--- src/rtl/opdecoder.sv ---
// ----------------------------------------------------------------------------
// opdecoder
//   RV64 major-opcode decoder for the decode stage. Turns instruction[6:0] into
//   a 32-bit one-hot code indexed by opcode[6:2] and an instruction-format
//   one-hot. Both are available combinationally. A registered copy of each
//   output feeds the next pipeline stage.
//
//   Optional feature: define OPDECODER_ILLEGAL_EN to drive illegal/illegal_q.
//   With the macro defined, non-32-bit encodings and the custom, reserved and
//   longer-than-32-bit indices are flagged. Without it, both illegal outputs
//   stay at 0.
//
// Ports
//   clk        in   1   clock; the registered outputs update on the rising edge
//   rst_n      in   1   asynchronous active-low reset (clears *_q only)
//   opcode     in   7   instruction[6:0]
//   code       out  32  one-hot, bit opcode[6:2] set (0 for non-32-bit)
//   fmt        out  7   format one-hot {r4,uj,u,sb,s,i,r}
//   illegal    out  1   illegal/unsupported opcode
//   code_q     out  32  registered code
//   fmt_q      out  7   registered fmt
//   illegal_q  out  1   registered illegal
// ----------------------------------------------------------------------------
module opdecoder (
    input  logic        clk,
    input  logic        rst_n,
    input  logic [6:0]  opcode,
    output logic [31:0] code,
    output logic [6:0]  fmt,
    output logic        illegal,
    output logic [31:0] code_q,
    output logic [6:0]  fmt_q,
    output logic        illegal_q
);

    localparam logic [6:0] FMT_R  = 7'b0000001;
    localparam logic [6:0] FMT_I  = 7'b0000010;
    localparam logic [6:0] FMT_S  = 7'b0000100;
    localparam logic [6:0] FMT_SB = 7'b0001000;
    localparam logic [6:0] FMT_U  = 7'b0010000;
    localparam logic [6:0] FMT_UJ = 7'b0100000;
    localparam logic [6:0] FMT_R4 = 7'b1000000;

    logic [4:0] idx;
    logic       is32;

    assign idx  = opcode[6:2];
    assign is32 = (opcode[1:0] == 2'b11);

    always_comb begin
        code = '0;
        fmt  = '0;
        if (is32) begin
            code = 32'd1 << idx;
            case (idx)
                5'd0, 5'd1, 5'd3, 5'd4,
                5'd6, 5'd25, 5'd28:          fmt = FMT_I;
                5'd5, 5'd13:                 fmt = FMT_U;
                5'd8, 5'd9:                  fmt = FMT_S;
                5'd11, 5'd12, 5'd14, 5'd20:  fmt = FMT_R;
                5'd16, 5'd17, 5'd18, 5'd19:  fmt = FMT_R4;
                5'd24:                       fmt = FMT_SB;
                5'd27:                       fmt = FMT_UJ;
                default:                     fmt = '0;
            endcase
        end
    end

`ifdef OPDECODER_ILLEGAL_EN
    logic reserved;

    // Custom-0..3, reserved slots and the 48/64-bit escape encodings.
    always_comb begin
        reserved = 1'b0;
        case (idx)
            5'd2, 5'd7, 5'd10, 5'd15, 5'd21, 5'd22,
            5'd23, 5'd26, 5'd29, 5'd30, 5'd31: reserved = 1'b1;
            default:                           reserved = 1'b0;
        endcase
    end

    assign illegal = !is32 || reserved;
`else
    assign illegal = 1'b0;
`endif

    always_ff @(posedge clk or negedge rst_n) begin
        if (!rst_n) begin
            code_q    <= '0;
            fmt_q     <= '0;
            illegal_q <= 1'b0;
        end else begin
            code_q    <= code;
            fmt_q     <= fmt;
            illegal_q <= illegal;
        end
    end

endmodule

--- config.mk ---
export PLATFORM = sky130hd
export DESIGN_NAME = opdecoder
export DESIGN_NICKNAME = d
export VERILOG_FILES = /design/src/rtl/opdecoder.sv
export SDC_FILE = /design/constraint.sdc
export NUM_CORES = 1
export LEC_CHECK = 0
export CORE_MARGIN = 2
export CORE_UTILIZATION = 37
export CTS_CLUSTER_SIZE = 25
export DETAILED_ROUTE_END_ITERATION = 10
export HOLD_SLACK_MARGIN = 0.02
export PLACE_DENSITY = 0.83
export SLEW_MARGIN = 20
export SYNTH_ARGS = -nofsm -noshare
export SYNTH_HDL_FRONTEND = slang
export SYNTH_SLANG_ARGS = --single-unit
--- constraint.sdc ---
create_clock -name clk -period 4.9 [get_ports clk]
set_input_delay 1.47 -clock clk [delete_from_list [all_inputs] [get_ports clk]]
set_output_delay 1.47 -clock clk [all_outputs]
set_load 0.02 [all_outputs]
==> flow_summary_export.csv, run 1 <==
group,metric,value,unit
sta,maxClockFrequency,0.2083,GHz
final_layout,n_antenna_cell,0,
synth,synth_edf_count,0,
flow_run,maxCapViolCount,0,
final_layout,finalNetCount,202,
global_routing,grt_start_max_net_pins,38,
final_layout,fin_util,67.96,%
worst_setup_path,arrival,3.33,ns
synth,yosys.cell_types.count,23,
place,place_hpwl,2.634,mm
clocking,root_buffer,"clkbuf_4",
routing,ant_nets,0,
floorplan,rows,21,
synth,synth_top_area_share,70.08,%
global_routing,grt_pass1_vias,1051,
sta,slew_headroom,47.49,%
pwr,p_comb_share,8.8,%
global_routing,grt-ovfl-total,0,
final_layout,area_growth,74.34,%
routing,dr.pass1.iters,4,
floorplan,coreArea,3390,sq um
synth,ys_top_cells_by_area,"dfrtp_1 70%, nor2_1 9.9%, buf_4 4.0%",
clocking,cts.sinks,37,
synth,synthCells,105,
pwr,intPower,0.0004485,W
pwr,p_sw,0.0001253,W
routing,routed_via_density,4.621,
routing,wirelength,3.419,mm
run_status,status,"complete, no violations",
synth,synthTopCellsByCount,"37 x dfrtp_1, 35 x nor2_1, 7 x buf_4",
synth,synth_async_sr_flop_share,100.0,%
global_routing,antenna_found_initial,0,
sta,post-route-period-util,97.98,%
clocking,htree_levels,2,
sta,finalSetupViolCount,0,
worst_setup_path,crit_type,"in2out",
sta,fin_crit,4.801,ns
pwr,p_sw_share,21.84,%
sta,slew_violations,0,
sta,fin_setup_tns,0,ns
synth,synth_top_area_cell,"dfrtp_1",
final_layout,layout-drive-gt1-share,9.794,%
floorplan,initial_utilization,38.98,%
place,port_buffers,86,
floorplan,fp.dieH,63.76,microns
clocking,ctsLongestPathBuffers,2,
synth,yosysWarnings,0,
sta,hold_viol_final,0,
clocking,cts_tree,"yes",
global_routing,grt_pass1_wl,5.388,mm
synth,synth.avg_cell_area,12.58,sq um
pwr,pwr-share-seq,53.6,%
worst_setup_path,cp-end-kind,"output pin",
synth,ys.flop_type,"dfrtp_1",
routing,wire_per_inst,14.25,microns
worst_setup_path,cp_max_fo,8,
global_routing,grtUsageTotal,18.15,%
synth,yosys_register_bits,37,
clocking,cts.clk_slew.worst_paths,0.10,ns
synth,syn-cell-area,1321,sq um
floorplan,design.portCount,89,
final_layout,num-fill-cells,247,
routing,first_iter_violations,72,
synth,yosysMostFrequentCell,"dfrtp_1",
worst_setup_path,startpoint_type,"primary input",
floorplan,die_w,63.76,microns
routing,drcViolationCount,0,
clocking,cts_buffers,5,
pwr,clockPowerShare,37.5,%
pwr,pwr_density_cell,249.1,nW/um^2
worst_setup_path,cp.required,3.43,ns
synth,ys_seq_area_share,70.08,%
routing,vias,1109,
pwr,ir_drop,0.1155,mV
floorplan,fp.dieArea,4065,sq um
sta,grt_setup_unrepaired,"true",
pwr,power.leakage,1.055,nW
min_path,hold_class,"in2async",
sta,worstMarginPinSlew,0.7876,ns
place,place_congestion,0.6815,
-- sequential cells by signal (all words and copies together), names as in the netlist --
| register | flops |
|---|---|
| fmt_q | 7 |
| code_q | 30 |
-- layout by cell type (no fill, tap or decap), drive strengths merged, types with 2 or more instances in the layout --
cell type      netlist  layout
dlymetal6s2s         0       5
nand2                3       3
nand3b               2       2
conb                 1       2
buf                  9       4
nor3                 2       2
nor2                36      36
dfrtp               37      37
clkbuf               0       7
o21ai                2       2
clkdlybuf4s50        0      80
nand3                2       2
nand4b               3       3
-- cells by family after synthesis --
group / after synthesis / synth area share, %
flip-flops: 37 / 70.08
AO/OA/AOI/OAI: 4 / 1.988
AND/OR/NAND/NOR: 53 / 21.78
buffers and inverters: 9 / 5.208
XOR/XNOR: 1 / 0.6630
other: 1 / 0.2838
-- worst max-delay path, cell delays in order --
cell and delay [ns]:
clkdlybuf4s50_1 0.63, or3b_4 0.44, nor2_1 0.16, clkdlybuf4s50_1 0.63
-- stage by stage --
step | worst slack [ns] | power, W | hold WS, ns | instances | cell area, sq um
global route | -0.01590 | 0.0005959 | 1.253 | 240 | 2303
detailed placement | 0.07165 | 0.0003643 | 1.586 | 232 | 2192
finish | 0.09917 | 0.0005739 | 1.205 | 240 | 2303
CTS | 0.07771 | 0.0005803 | 1.208 | 240 | 2277
global placement | 0.1256 | 0.0003630 | 1.567 | 232 | 2192
floorplan | 0.8701 | 0.0003381 | 1.174 | 106 | 1325
-- final cells by class --
| type | count | area [sq um] | area share, % |
|---|---|---|---|
| well taps | 46 | 57.56 | 2.499 |
| clock buffers | 7 | 55.05 | 2.390 |
| multi-input cells | 60 | 344.1 | 14.94 |
| clock inverters | 1 | 30.03 | 1.304 |
| flip-flops and latches | 37 | 925.9 | 40.20 |
| repair buffers | 89 | 890.9 | 38.67 |
-- path summary, 6_finish.rpt --
path	from	to	depth (start not counted)
min	rst_n	code_q[10]	1
max in group asynchronous	rst_n	code_q[11]	1
min in group clk	opcode[4]	fmt_q[6]	2
max	opcode[2]	code[17]	4
-- per-layer routing --
layer	up-vias	global-route usage [%]	share of wire [%]
met4	0	8.152	1.8
met3	5	6.338	6.9
met5	-	0	0
met2	59	30.92	53
li1	508	-	-
met1	537	20.49	39
-- power groups by stage --
stage / Clock (W) / Sequential (W) / Combinational, W
finish: 0.000215 / 0.000308 / 0.0000508
floorplan: 0 / 0.000317 / 0.0000213
global placement: 0 / 0.000314 / 0.0000492
CTS: 0.000222 / 0.000308 / 0.0000506
detailed placement: 0 / 0.000314 / 0.0000504
global route: 0.000232 / 0.000308 / 0.0000554
-- repair_timing --
action / in CTS / in global routing
setup endpoints to repair: 0 / 14
buffers inserted: 0 / 0
hold buffers: 0 / 0
hold endpoints to repair: 0 / 0
resized for setup: 0 / 7
Power figures use the tool's default switching activity.
==> run 2, diff against run 1 <==
--- a/config.mk
+++ b/config.mk
@@ -11,6 +11,7 @@
 export DETAILED_ROUTE_END_ITERATION = 10
 export HOLD_SLACK_MARGIN = 0.02
 export PLACE_DENSITY = 0.83
+export REMOVE_ABC_BUFFERS = 1
 export SLEW_MARGIN = 20
 export SYNTH_ARGS = -nofsm -noshare
 export SYNTH_HDL_FRONTEND = slang
==> flow_summary_export.csv, run 2 (same netlist as run 1, synthesis figures left out) <==
group,metric,value,unit
run_status,status,"complete, no violations",
final_layout,final_common_cell,"clkdlybuf4s50_1",
sta,finalSetupViolCount,0,
floorplan,rows,21,
clocking,ctsLongestPathBuffers,2,
sta,post-route-period-util,98.28,%
global_routing,grt_pass1_vias,1102,
clocking,cts_setup_buffers,0,
global_routing,grt_start_max_net_pins,38,
worst_setup_path,cp_max_fo,10,
place,port_buffers,86,
worst_setup_path,startpoint_type,"primary input",
routing,wirelength,3.319,mm
clocking,hold_buffers,0,
final_layout,layout-drive-gt1-share,9.794,%
floorplan,die_w,63.76,microns
pwr,ir_drop,0.1764,mV
sta,fin_setup_tns,0,ns
clocking,root_buffer,"clkbuf_4",
clocking,cts.sinks,37,
global_routing,antenna_found_initial,0,
floorplan,design.portCount,89,
pwr,pwr_density_cell,234.6,nW/um^2
floorplan,fp.dieArea,4065,sq um
sta,slew_headroom,48.42,%
worst_setup_path,cp.required,3.43,ns
routing,drcViolationCount,0,
final_layout,top_register,"code_q",
final_layout,reg_top3,"code_q (30), fmt_q (7)",
floorplan,initial_utilization,38.98,%
routing,wire_per_inst,13.83,microns
sta,grt_setup_unrepaired,"false",
min_path,hold_class,"in2async",
clocking,htree_levels,2,
worst_setup_path,arrival,3.35,ns
routing,ant_nets,0,
final_layout,n_antenna_cell,0,
global_routing,grtUsageTotal,17.74,%
flow_run,maxCapViolCount,0,
clocking,cts_tree,"yes",
sta,worstMarginPinSlew,0.7737,ns
sta,fin_crit,4.816,ns
final_layout,finalNetCount,202,
place,place_congestion,0.7059,
routing,routed_via_density,4.508,
worst_setup_path,crit_start,"opcode[1]",
global_routing,grt-ovfl-total,0,
routing,first_iter_violations,23,
worst_setup_path,cp-end-kind,"output pin",
routing,vias,1082,
clocking,cts.clk_slew.worst_paths,0.11,ns
sta,hold_viol_final,0,
routing,dr.pass1.iters,4,
floorplan,fp.dieH,63.76,microns
final_layout,area_growth,72.44,%
pwr,totalPowerFinal,0.0005345,W
place,place_hpwl,2.526,mm
sta,maxClockFrequency,0.2077,GHz
pwr,power.leakage,1.022,nW
worst_setup_path,crit_type,"in2out",
final_layout,layout_common_cells,"82 x clkdlybuf4s50_1, 37 x dfrtp_1, 35 x nor2_1",
floorplan,coreArea,3390,sq um
final_layout,largest_reg_flops,30,
clocking,cts_buffers,5,
sta,hold_slack,1.205,ns
global_routing,grt_pass1_wl,5.361,mm
sta,slew_violations,0,
[run 2: cell types whose count changed in the layout (fill, tap and decap cells not counted), sizes merged]
| cell | before | now |
|---|---|---|
| clkdlybuf4s50 | 80 | 82 |
| clkinv | 0 | 1 |
| dlymetal6s2s | 5 | 3 |
| bufinv | 1 | 0 |
[run 2: metrics by stage]
stage / area, sq um / instances / worst slack, ns / utilization (%)
after floorplan: 1256 / 97 / 1.013 / -
after global placement: 2192 / 232 / 0.1088 / 64.67
after detailed placement: 2192 / 232 / 0.04969 / 64.67
after CTS: 2262 / 240 / 0.04644 / 66.74
after global routing: 2278 / 240 / 0.002142 / 67.22
final: 2278 / 240 / 0.08449 / 67.22
[run 2: layer usage]
| metal | global-route usage (%) | wire length [microns] | up-vias |
|---|---|---|---|
| met5 | 0 | 0 | - |
| met1 | 20.19 | 1313 | 508 |
| met4 | 6.522 | 19 | 0 |
| met2 | 31.05 | 1721 | 59 |
| li1 | - | - | 510 |
| met3 | 5.810 | 266 | 5 |
[run 2: final timing paths]
kind / depth (start not counted) / slack [ns] / to
max: 5 / 0.08 / fmt[0]
min in group clk: 3 / 1.61 / fmt_q[1]
min: 1 / 1.21 / fmt_q[5]
max in group asynchronous: 1 / 3.20 / code_q[7]
[run 2: critical path, stage by stage]
cell	delay, ns
clkdlybuf4s50_1	0.68
nand4b_4	0.27
o21ai_2	0.18
a21o_1	0.15
clkdlybuf4s50_1	0.60
[run 2: what timing repair did]
action	CTS	global route
endpoints found under the setup margin	0	9
hold endpoints to repair	0	0
resized for setup	0	4
[run 2: cell type report]
cell class                      instances  area (sq um)
Timing Repair Buffer                   89         885.9
Clock buffer                            7         65.06
Clock inverter                          1         5.005
Sequential cell                        37         925.9
Multi-Input combinational cell         60         339.1
Fill cell                             264          1111
Tap cell                               46         57.56
[run 2: power by group]
| part | switching [W] | internal, W |
|---|---|---|
| Combinational | 0.0000316 | 0.0000195 |
| Sequential | 0.000000586 | 0.000307 |
| Clock | 0.0000923 | 0.0000832 |
